## src/rtl/mem_host_bridge.sv

```systemverilog
`default_nettype none
// ============================================================================
//  Module   : mem_host_bridge
//  Purpose  : Upstream command stage for memory_system. Queues read/write
//             commands in a small FIFO, issues them one at a time over the
//             host_req/host_ack four-phase handshake, and returns results on
//             a valid/ready response channel with a timeout error flag.
//  Options  : MHB_WRITE_RSP_EN - when defined, successful writes also return
//             a response (rsp_wr=1, rsp_rdata=0). When undefined, only reads
//             and timed-out commands produce responses.
//  Revision : 1.0 - initial release
// ============================================================================
module mem_host_bridge #(
    parameter int DEPTH   = 4,
    parameter int ADDR_W  = 16,
    parameter int DATA_W  = 32,
    parameter int TIMEOUT = 64
) (
    input  logic              clk,
    input  logic              rst_n,
    input  logic              cmd_valid,
    output logic              cmd_ready,
    input  logic              cmd_wr,
    input  logic [ADDR_W-1:0] cmd_addr,
    input  logic [DATA_W-1:0] cmd_wdata,
    output logic              rsp_valid,
    input  logic              rsp_ready,
    output logic [DATA_W-1:0] rsp_rdata,
    output logic              rsp_wr,
    output logic              rsp_err,
    output logic              host_req,
    output logic              host_wr_en,
    output logic [ADDR_W-1:0] host_addr,
    output logic [DATA_W-1:0] host_wdata,
    input  logic [DATA_W-1:0] host_rdata,
    input  logic              host_ack,
    output logic              busy,
    output logic [15:0]       err_cnt
);

    localparam int c_PTR_W = (DEPTH > 1) ? $clog2(DEPTH) : 1;
    localparam int c_CNT_W = c_PTR_W + 1;
    localparam int c_TMO_W = $clog2(TIMEOUT + 1);

    localparam logic [c_CNT_W-1:0] c_FULL     = c_CNT_W'(DEPTH);
    localparam logic [c_TMO_W-1:0] c_TMO_LAST = c_TMO_W'(TIMEOUT - 1);
    localparam logic [15:0]        c_ERR_MAX  = 16'hFFFF;

    localparam logic [1:0] c_ST_IDLE = 2'd0;
    localparam logic [1:0] c_ST_REQ  = 2'd1;
    localparam logic [1:0] c_ST_RSP  = 2'd2;
    localparam logic [1:0] c_ST_GAP  = 2'd3;

    // Command FIFO storage and bookkeeping
    logic [DEPTH-1:0]   r_fifo_wr;
    logic [ADDR_W-1:0]  r_fifo_addr  [DEPTH];
    logic [DATA_W-1:0]  r_fifo_wdata [DEPTH];
    logic [c_PTR_W-1:0] r_wptr;
    logic [c_PTR_W-1:0] r_rptr;
    logic [c_CNT_W-1:0] r_count;

    // Sequencer state and registered outputs
    logic [1:0]         r_state;
    logic [c_TMO_W-1:0] r_tmo;
    logic               r_host_req;
    logic               r_host_wr_en;
    logic [ADDR_W-1:0]  r_host_addr;
    logic [DATA_W-1:0]  r_host_wdata;
    logic               r_rsp_valid;
    logic [DATA_W-1:0]  r_rsp_rdata;
    logic               r_rsp_wr;
    logic               r_rsp_err;
    logic [15:0]        r_err_cnt;

    logic w_full;
    logic w_push;
    logic w_pop;

    assign w_full = (r_count == c_FULL);
    assign w_push = cmd_valid && !w_full;
    // A new request may only start once the previous ack has fully dropped.
    assign w_pop  = (r_state == c_ST_IDLE) && (r_count != '0) && !host_ack;

    assign cmd_ready  = !w_full;
    assign busy       = (r_count != '0) || (r_state != c_ST_IDLE);
    assign host_req   = r_host_req;
    assign host_wr_en = r_host_wr_en;
    assign host_addr  = r_host_addr;
    assign host_wdata = r_host_wdata;
    assign rsp_valid  = r_rsp_valid;
    assign rsp_rdata  = r_rsp_rdata;
    assign rsp_wr     = r_rsp_wr;
    assign rsp_err    = r_rsp_err;
    assign err_cnt    = r_err_cnt;

    // Command FIFO: write on push, advance read pointer on pop, both may coincide
    always_ff @(posedge clk or negedge rst_n) begin
        if (!rst_n) begin
            r_wptr    <= '0;
            r_rptr    <= '0;
            r_count   <= '0;
            r_fifo_wr <= '0;
            for (int i = 0; i < DEPTH; i++) begin
                r_fifo_addr[i]  <= '0;
                r_fifo_wdata[i] <= '0;
            end
        end else begin
            if (w_push) begin
                r_fifo_wr[r_wptr]    <= cmd_wr;
                r_fifo_addr[r_wptr]  <= cmd_addr;
                r_fifo_wdata[r_wptr] <= cmd_wdata;
                r_wptr               <= r_wptr + 1'b1;
            end
            if (w_pop) begin
                r_rptr <= r_rptr + 1'b1;
            end
            case ({w_push, w_pop})
                2'b10:   r_count <= r_count + 1'b1;
                2'b01:   r_count <= r_count - 1'b1;
                default: r_count <= r_count;
            endcase
        end
    end

    // Host handshake sequencer: issue, wait for ack or timeout, return response, gap
    always_ff @(posedge clk or negedge rst_n) begin
        if (!rst_n) begin
            r_state      <= c_ST_IDLE;
            r_tmo        <= '0;
            r_host_req   <= 1'b0;
            r_host_wr_en <= 1'b0;
            r_host_addr  <= '0;
            r_host_wdata <= '0;
            r_rsp_valid  <= 1'b0;
            r_rsp_rdata  <= '0;
            r_rsp_wr     <= 1'b0;
            r_rsp_err    <= 1'b0;
            r_err_cnt    <= '0;
        end else begin
            case (r_state)
                c_ST_IDLE: begin
                    if (w_pop) begin
                        r_host_req   <= 1'b1;
                        r_host_wr_en <= r_fifo_wr[r_rptr];
                        r_host_addr  <= r_fifo_addr[r_rptr];
                        r_host_wdata <= r_fifo_wdata[r_rptr];
                        r_tmo        <= '0;
                        r_state      <= c_ST_REQ;
                    end
                end
                c_ST_REQ: begin
                    if (host_ack) begin
                        // An ack on the same edge as the last timeout cycle still counts as success.
                        r_host_req <= 1'b0;
`ifdef MHB_WRITE_RSP_EN
                        r_rsp_valid <= 1'b1;
                        r_rsp_rdata <= r_host_wr_en ? '0 : host_rdata;
                        r_rsp_wr    <= r_host_wr_en;
                        r_rsp_err   <= 1'b0;
                        r_state     <= c_ST_RSP;
`else
                        if (r_host_wr_en) begin
                            // Successful writes are silent in this build.
                            r_state <= c_ST_GAP;
                        end else begin
                            r_rsp_valid <= 1'b1;
                            r_rsp_rdata <= host_rdata;
                            r_rsp_wr    <= 1'b0;
                            r_rsp_err   <= 1'b0;
                            r_state     <= c_ST_RSP;
                        end
`endif
                    end else if (r_tmo == c_TMO_LAST) begin
                        r_host_req  <= 1'b0;
                        r_rsp_valid <= 1'b1;
                        r_rsp_rdata <= '0;
                        r_rsp_wr    <= r_host_wr_en;
                        r_rsp_err   <= 1'b1;
                        if (r_err_cnt != c_ERR_MAX) begin
                            r_err_cnt <= r_err_cnt + 1'b1;
                        end
                        r_state <= c_ST_RSP;
                    end else begin
                        r_tmo <= r_tmo + 1'b1;
                    end
                end
                c_ST_RSP: begin
                    if (rsp_ready) begin
                        r_rsp_valid <= 1'b0;
                        r_state     <= c_ST_GAP;
                    end
                end
                c_ST_GAP: begin
                    // Hold off until a late or stuck ack has been released.
                    if (!host_ack) begin
                        r_state <= c_ST_IDLE;
                    end
                end
                default: begin
                    r_state <= c_ST_IDLE;
                end
            endcase
        end
    end

endmodule
`default_nettype wire
```

## config.mk

```make
export PLATFORM = sky130hd
export DESIGN_NAME = mem_host_bridge
export DESIGN_NICKNAME = d
export VERILOG_FILES = /design/src/rtl/mem_host_bridge.sv
export SDC_FILE = /design/constraint.sdc
export NUM_CORES = 1
export LEC_CHECK = 0
export BUFFER_PORTS_ARGS = -buffer_cell sky130_fd_sc_hd__buf_4
export CORE_MARGIN = 4
export CORE_UTILIZATION = 34
export DETAILED_ROUTE_END_ITERATION = 8
export GPL_ROUTABILITY_DRIVEN = 1
export GPL_TIMING_DRIVEN = 0
export PLACE_DENSITY = 0.51
export SLEW_MARGIN = 25
export SYNTH_ARGS = -nofsm -noshare
export SYNTH_HDL_FRONTEND = slang
export SYNTH_SLANG_ARGS = --single-unit
export TNS_END_PERCENT = 5
```

## constraint.sdc

```tcl
create_clock -name clk -period 2.8 [get_ports clk]
set_clock_uncertainty 0.05 [all_clocks]
set_input_delay 0.14 -clock clk [delete_from_list [all_inputs] [get_ports clk]]
set_output_delay 0.14 -clock clk [all_outputs]
set_load 0.005 [all_outputs]
```

==> results.txt, run 1 <==
Status: complete, no violations
FFs w/ async S/R, synth: 100%
Final max-slew violation count: 0
Die height: 206 um
FF+latch area: 7830 sq um
Top_reg_cell synth: dfrtp_1
GP Congestion: 0.752
Final hold violation count: 0
Synth warnings: 0
Final #Nets: 1259
Number of distinct library cells after synthesis: 45
Crit-path slowest cell: dfrtp_1
Kind of critical path: register to register
First-pass GRT wire length: 50700 um
Worst slack, placed: -0.459 ns
Share of cells above drive strength 1: 50.0%
Clk_lat worst skew: 0.54 ns
Relative slew slack: 46.4%
CTS tree: built
Crit path cell chain: inv_1 -> ha_1 -> inv_1 -> nor3_4 -> clkbuf_4 -> ha_1 -> inv_1 -> fa_1 -> xor2_1 -> nor2_1 -> xor2_1
Static leakage: 7.80 nW
Synthesized Nets: 942
Worst min path class: primary input to async pin
TNS Setup: 0 ns
Clock sinks: 313
HPWL Detailed: 20300 um
CP delay by family, top: adder cells
Total CTS buffers: 38
Initial antenna violation count: 2
Metal2 WL: 14600 um
Part of the cycle the worst path needs: 90.3%
Total vias in the final route: 8173
Clock slew at reported path FFs: 0.06 ns
Placed Cells: 1552
Final core utilization: 45.3%
Crit path capture type: register
CP startpoint kind: register
Mean Syn Cell Area: 15.8 sq um
FP Rows: 72
IO Count: 189
Final ANT Viol Nets: 0
Total gr overflow: 0
GRT Total Usage: 15.1%
Crit Path Max Fanout: 10
Total power divided by cell area: 1120 nW/um^2
Yosys reg bits: 313
Wire per inst: 18.4 um
Hold_ws: 0.0966 ns
Clock Tree Buf Depth: 3
CP Data Arrival Time: 2.94 ns
Initial Utilization: 34.4%
Max-Cap Viols: 0
CP peak stage delay: 0.40 ns
Largest net degree at the start of global routing: 87
Drc violations: 0
Synth Cell Area: 13300 sq um
Non-Filler Instances: 1703
Die area: 42500 sq um
Area of the multi-input gates: 5200 sq um
Cell count after synthesis: 843
Most frequent cells in the layout: 313 x dfrtp_1, 249 x mux2_2, 189 x buf_4
Drt pass-1 iters: 4
Fillers: 3498
Initial DRC count: 356
Core ar.: 38700 sq um
Most used cell, CP: inv_1
Metal3 WL: 1890 um
Area Growth Syn to Fin: 31.6%
R2R setup slack: 0.27 ns
Req. time, crit path: 3.22 ns
Sequential share of the synthesized area: 58.7%
Max VDD drop: 0.400 mV
Clk root buf: clkbuf_16
H-tree levels: 2
Highest metal used: met4
Final worst-path setup slack: 0.273 ns
Number of global-route vias before repair: 8868
Final wirelength: 31400 um
Buffers on Ports: 188
RSZ-0062 raised after global routing: no
WL met1: 14300 um
EDFF count, synth: 0
Most common cell after layout, fill and taps aside: dfrtp_1
Vias per inst: 4.80
Buffers & Inverters on Critical Path: 4
Minimum clock period: 2.53 ns
Max Freq: 396 MHz
Die width: 206 um
Measured slew at the worst slew-check pin: 0.804 ns
# setup viols final: 0
## cells in the mapped netlist (2+ instances only)
| master | n | area share, % |
|---|---|---|
| clkbuf_1 | 14 | 0.39 |
| nor3_1 | 3 | 0.11 |
| mux4_2 | 49 | 8.3 |
| o31ai_1 | 2 | 0.11 |
| nand2_2 | 4 | 0.19 |
| buf_6 | 9 | 0.76 |
| nand2_1 | 18 | 0.51 |
| buf_2 | 22 | 0.83 |
| xnor2_1 | 13 | 0.85 |
| dfrtp_1 | 313 | 59 |
| a31oi_1 | 3 | 0.14 |
| and3_2 | 3 | 0.17 |
| nor2_1 | 4 | 0.11 |
| nand4_1 | 8 | 0.38 |
| o21ai_0 | 9 | 0.34 |
| a22o_1 | 32 | 2.1 |
| and3_1 | 6 | 0.28 |
| xor2_1 | 5 | 0.33 |
| a21oi_1 | 10 | 0.38 |
| nand2b_1 | 3 | 0.14 |
| ha_1 | 12 | 1.1 |
| nand3_1 | 19 | 0.71 |
| mux2_2 | 249 | 21 |
| inv_1 | 12 | 0.34 |
## what timing repair did
action,CTS,global route
pin swaps,1,0
setup endpoints to repair,2,1
hold buffers,85,0
setup buffers,1,0
endpoints found under the hold margin,296,0
gates resized for setup,1,1
## routing by layer
metal,vias to the layer above,GRT usage (%)
li1,3768,-
met1,4181,20.5
met2,182,24.4
met3,42,3.42
met4,0,4.52
met5,-,0
## flip-flops by register name, summed over array words and instances, names as in the netlist
register and cells:
rsp_err 1, rsp_valid 1, host_wdata 32, rsp_rdata 32
host_addr 16, err_cnt 16, r_fifo_addr 64, r_count 3
r_tmo 7, host_wr_en 1, rsp_wr 1, r_fifo_wr 4
r_wptr 2, r_rptr 2, host_req 1, r_state 2
r_fifo_wdata 128
## report_power, final
part           total (mW)  switching, mW  leakage [nW]  internal, mW
logic                7.09           2.70          3.43          4.38
clock network        4.73           1.86         0.585          2.87
registers            7.79           1.09          3.78          6.71
total                19.6           5.65          7.80          14.0
## per-stage QoR
stage               power (mW)  cell area, sq um
detailed placement        15.0             15500
global route              21.0             17600
floorplan                 12.4             13300
CTS                       20.0             17600
finish                    19.6             17600
global placement          14.9             15400
## final cells by class
class	instances	share of cell area (%)
Sequential cell	313	44.6
Multi-Input combinational cell	472	29.6
Timing Repair Buffer	277	13.4
Clock buffer	56	6.43
Tap cell	518	3.69
Buffer	46	1.56
Clock inverter	7	0.392
Inverter	12	0.256
Antenna cell	2	0.0285
## cell families (layout without fill, tap and decap cells)
group | after synthesis | after routing | share of synthesized area, %
AOI/OAI and AO/OA | 64 | 64 | 3.62
xor gates and xnor gates | 18 | 18 | 1.18
adders and majority gates | 13 | 13 | 1.28
buffers and inverters | 58 | 398 | 2.37
DFF | 313 | 313 | 58.7
muxes | 299 | 299 | 29.4
other | 0 | 2 | 0
and+or+nand+nor | 78 | 78 | 3.48
## worst paths after layout
path,end,start,cells past startpoint
setup reg to reg,r_count[2]$_DFFE_PN0P_,r_state[0]$_DFFE_PN0P_,11
max in group asynchronous,host_wdata[27]$_DFFE_PN0P_,rst_n,3
min in group clk,rsp_rdata[17]$_DFFE_PN0P_,host_rdata[17],3
hold / removal,err_cnt[14]$_DFFE_PN0P_,rst_n,2
setup / recovery,r_count[2]$_DFFE_PN0P_,r_state[0]$_DFFE_PN0P_,11
hold reg to reg,r_fifo_wdata[59]$_DFFE_PN0P_,r_fifo_wdata[59]$_DFFE_PN0P_,1
Note: power is estimated with default switching activity, not from simulation.
==> run 2, diff against run 1 <==
==> constraint.sdc (replaced) <==
create_clock -name clk -period 2.8 [get_ports clk]
set_clock_uncertainty 0.05 [all_clocks]
set_input_delay 0.84 -clock clk [delete_from_list [all_inputs] [get_ports clk]]
set_output_delay 0.84 -clock clk [all_outputs]
set_load 0.005 [all_outputs]
==> results.txt, run 2 (synthesis gave the netlist of run 1 again) <==
Largest regs: r_fifo_wdata (128), r_fifo_addr (64) (unchanged)
Core ar.: 38700 sq um (unchanged)
Part of the cycle the worst path needs: 92.4% (was 90.3%)
Largest net degree at the start of global routing: 87 (unchanged)
Critical Path End: busy (was r_count[2]$_DFFE_PN0P_)
Clock Tree Buf Depth: 3 (unchanged)
Buffers on Ports: 188 (unchanged)
CP peak stage delay: 0.40 ns (about the same)
Worst slack, placed: -0.645 ns (was -0.459 ns)
Vias per inst: 4.86 (was 4.80)
NetSw: 5.61 mW (was 5.65 mW)
Clock network power share: 24.3% (was 24.1%)
Crit path cell chain: nor3_2 -> nand2_1 -> buf_4 (was inv_1 -> ha_1 -> inv_1 -> nor3_4 -> clkbuf_4 -> ha_1 -> inv_1 -> fa_1 -> xor2_1 -> nor2_1 -> xor2_1)
Relative slew slack: 47.1% (was 46.4%)
HPWL Detailed: 20300 um (unchanged)
Max VDD drop: 0.400 mV (about the same)
Number of global-route vias before repair: 8502 (was 8868)
Drc violations: 0 (unchanged)
First-pass GRT wire length: 49300 um (was 50700 um)
Highest metal used: met5 (was met4)
Clk root buf: clkbuf_16 (unchanged)
Drt pass-1 iters: 4 (unchanged)
Most common cell after layout, fill and taps aside: dfrtp_1 (unchanged)
Instance count on the critical path: 3 (was 11)
Max reg flops: 128 (unchanged)
Clock sinks: 313 (unchanged)
CP delay by family, top: simple AND/OR/NAND/NOR gates (was adder cells)
Die width: 206 um (unchanged)
Initial Utilization: 34.4% (unchanged)
Metal2 WL: 14100 um (was 14600 um)
Die area: 42500 sq um (unchanged)
CP startpoint kind: register (unchanged)
Sequential share of power: 40.0% (was 39.7%)
Total power: 19.5 mW (was 19.6 mW)
Area Growth Syn to Fin: 25.3% (was 31.6%)
Crit-path slowest cell: dfrtp_1 (unchanged)
Comb power frac: 35.8% (was 36.1%)
Top reg by flops: r_fifo_wdata (unchanged)
Total gr overflow: 0 (unchanged)
Final ANT Viol Nets: 0 (unchanged)
Buffers & Inverters on Critical Path: 1 (was 4)
Die height: 206 um (unchanged)
Pint: 13.9 mW (was 14.0 mW)
Final max-slew violation count: 0 (unchanged)
Kind of critical path: register to primary output (was register to register)
Crit path capture type: primary output (was register)
Reg2reg end: r_count[2]$_DFFE_PN0P_ (unchanged)
Final wirelength: 30700 um (was 31400 um)
RSZ-0062 raised after global routing: no (unchanged)
Max-Cap Viols: 0 (unchanged)
GRT Total Usage: 14.8% (was 15.1%)
WL met1: 13800 um (was 14300 um)
Minimum clock period: 2.59 ns (was 2.53 ns)
Switch share: 28.8% (about the same)
Final core utilization: 43.1% (was 45.3%)
FP Rows: 72 (unchanged)
Final hold violation count: 0 (unchanged)
Clk_lat worst skew: 0.54 ns (about the same)
H-tree levels: 2 (unchanged)
Most frequent cells in the layout: 313 x dfrtp_1, 249 x mux2_2, 189 x buf_4 (unchanged)
Static leakage: 7.44 nW (was 7.80 nW)
Measured slew at the worst slew-check pin: 0.793 ns (was 0.804 ns)
Req. time, crit path: 1.91 ns (was 3.22 ns)
CP Data Arrival Time: 1.70 ns (was 2.94 ns)
Share of cells above drive strength 1: 54.0% (was 50.0%)
Max Freq: 387 MHz (was 396 MHz)
Crit Reg-Reg Startpoint: r_state[0]$_DFFE_PN0P_ (unchanged)
Final #Nets: 1174 (was 1259)
Wire per inst: 19.0 um (was 18.4 um)
CTS tree: built (unchanged)
Crit Path Max Fanout: 4 (was 10)
Hold_buf cts: 0 (was 85)
Total CTS buffers: 38 (unchanged)
FF-to-FF path depth: 11 (unchanged)
IO Count: 189 (unchanged)
Status: complete, no violations (unchanged)
Initial DRC count: 329 (was 356)
Metal3 WL: 2090 um (was 1890 um)
Total power divided by cell area: 1170 nW/um^2 (was 1120 nW/um^2)
Total vias in the final route: 7851 (was 8173)
Initial antenna violation count: 3 (was 2)
# setup viols final: 0 (unchanged)
GP Congestion: 0.752 (unchanged)
Clock slew at reported path FFs: 0.06 ns (about the same)
Final worst-path setup slack: 0.213 ns (was 0.273 ns)
R2R setup slack: 0.28 ns (was 0.27 ns)
Worst Setup SP: r_count[1]$_DFFE_PN0P_ (was r_state[0]$_DFFE_PN0P_)
Worst min path class: primary input to async pin (unchanged)
-- run 2: cell count changes in the layout (fill, tap and decap cells not counted), sizes merged --
cell	previous run	this run
diode	2	1
dlygate4sd3	85	0
-- run 2: power groups by stage --
stage	Combinational [mW]	Sequential [mW]	Clock (mW)
2_1_floorplan	4.81	7.60	0
3_3_place_gp	7.03	7.82	0
3_5_place_dp	7.13	7.88	0
4_1_cts	7.18	7.81	4.94
5_1_grt	7.70	8.07	5.12
6_report	6.97	7.79	4.73
-- run 2: repair_timing --
action / in CTS / in global routing
setup endpoints to repair: 2 / 1
setup buffers: 1 / 0
pin swaps: 1 / 0
cloned: 0 / 0
resized for setup: 2 / 1
-- run 2: per-layer routing --
layer | vias up | global-route usage, %
li1 | 3591 | -
met1 | 4025 | 19.8
met2 | 181 | 23.6
met3 | 48 | 4.08
met4 | 6 | 4.52
met5 | - | 0
-- run 2: final cells by class --
| cell class | count | area (sq um) |
|---|---|---|
| sequential | 313 | 7830 |
| clock buffer | 56 | 1130 |
| antenna | 1 | 2.50 |
| inverter | 12 | 45.0 |
| fill | 3583 | 22000 |
| multi-input combinational | 472 | 5200 |
| buffer | 46 | 274 |
| timing repair buffer | 192 | 1510 |
| tap | 518 | 648 |
| clock inverter | 7 | 68.8 |
-- run 2: worst min-delay path by stage --
stage                                       from                           end
CTS                                        rst_n       err_cnt[14]$_DFFE_PN0P_
global placement    r_fifo_wdata[65]$_DFFE_PN0P_  r_fifo_wdata[65]$_DFFE_PN0P_
finish                                     rst_n       err_cnt[14]$_DFFE_PN0P_
global route                               rst_n       err_cnt[14]$_DFFE_PN0P_
detailed placement     rsp_rdata[26]$_DFFE_PN0P_     rsp_rdata[26]$_DFFE_PN0P_
floorplan                 r_count[2]$_DFFE_PN0P_        r_count[2]$_DFFE_PN0P_
-- run 2: worst register-to-register path: stages, from the launching register on --
cell      delay [ns]
dfrtp_1         0.40
inv_1           0.14
ha_1            0.22
inv_1           0.10
nor3_4          0.19
clkbuf_4        0.29
ha_1            0.23
inv_1           0.06
fa_1            0.37
xor2_1          0.15
nor2_1          0.12
xor2_1          0.14
-- run 2: metrics by stage --
stage / setup TNS [ns] / instances / instance area (sq um) / hold WS (ns)
finish: 0 / 1617 / 16700 / 0.201
global route: 0 / 1616 / 16700 / 0.227
CTS: 0 / 1616 / 16700 / 0.195
detailed placement: -1.19 / 1552 / 15500 / 0.435
global placement: -702.99 / 1549 / 15400 / 0.431
floorplan: 0 / 843 / 13300 / 0.414
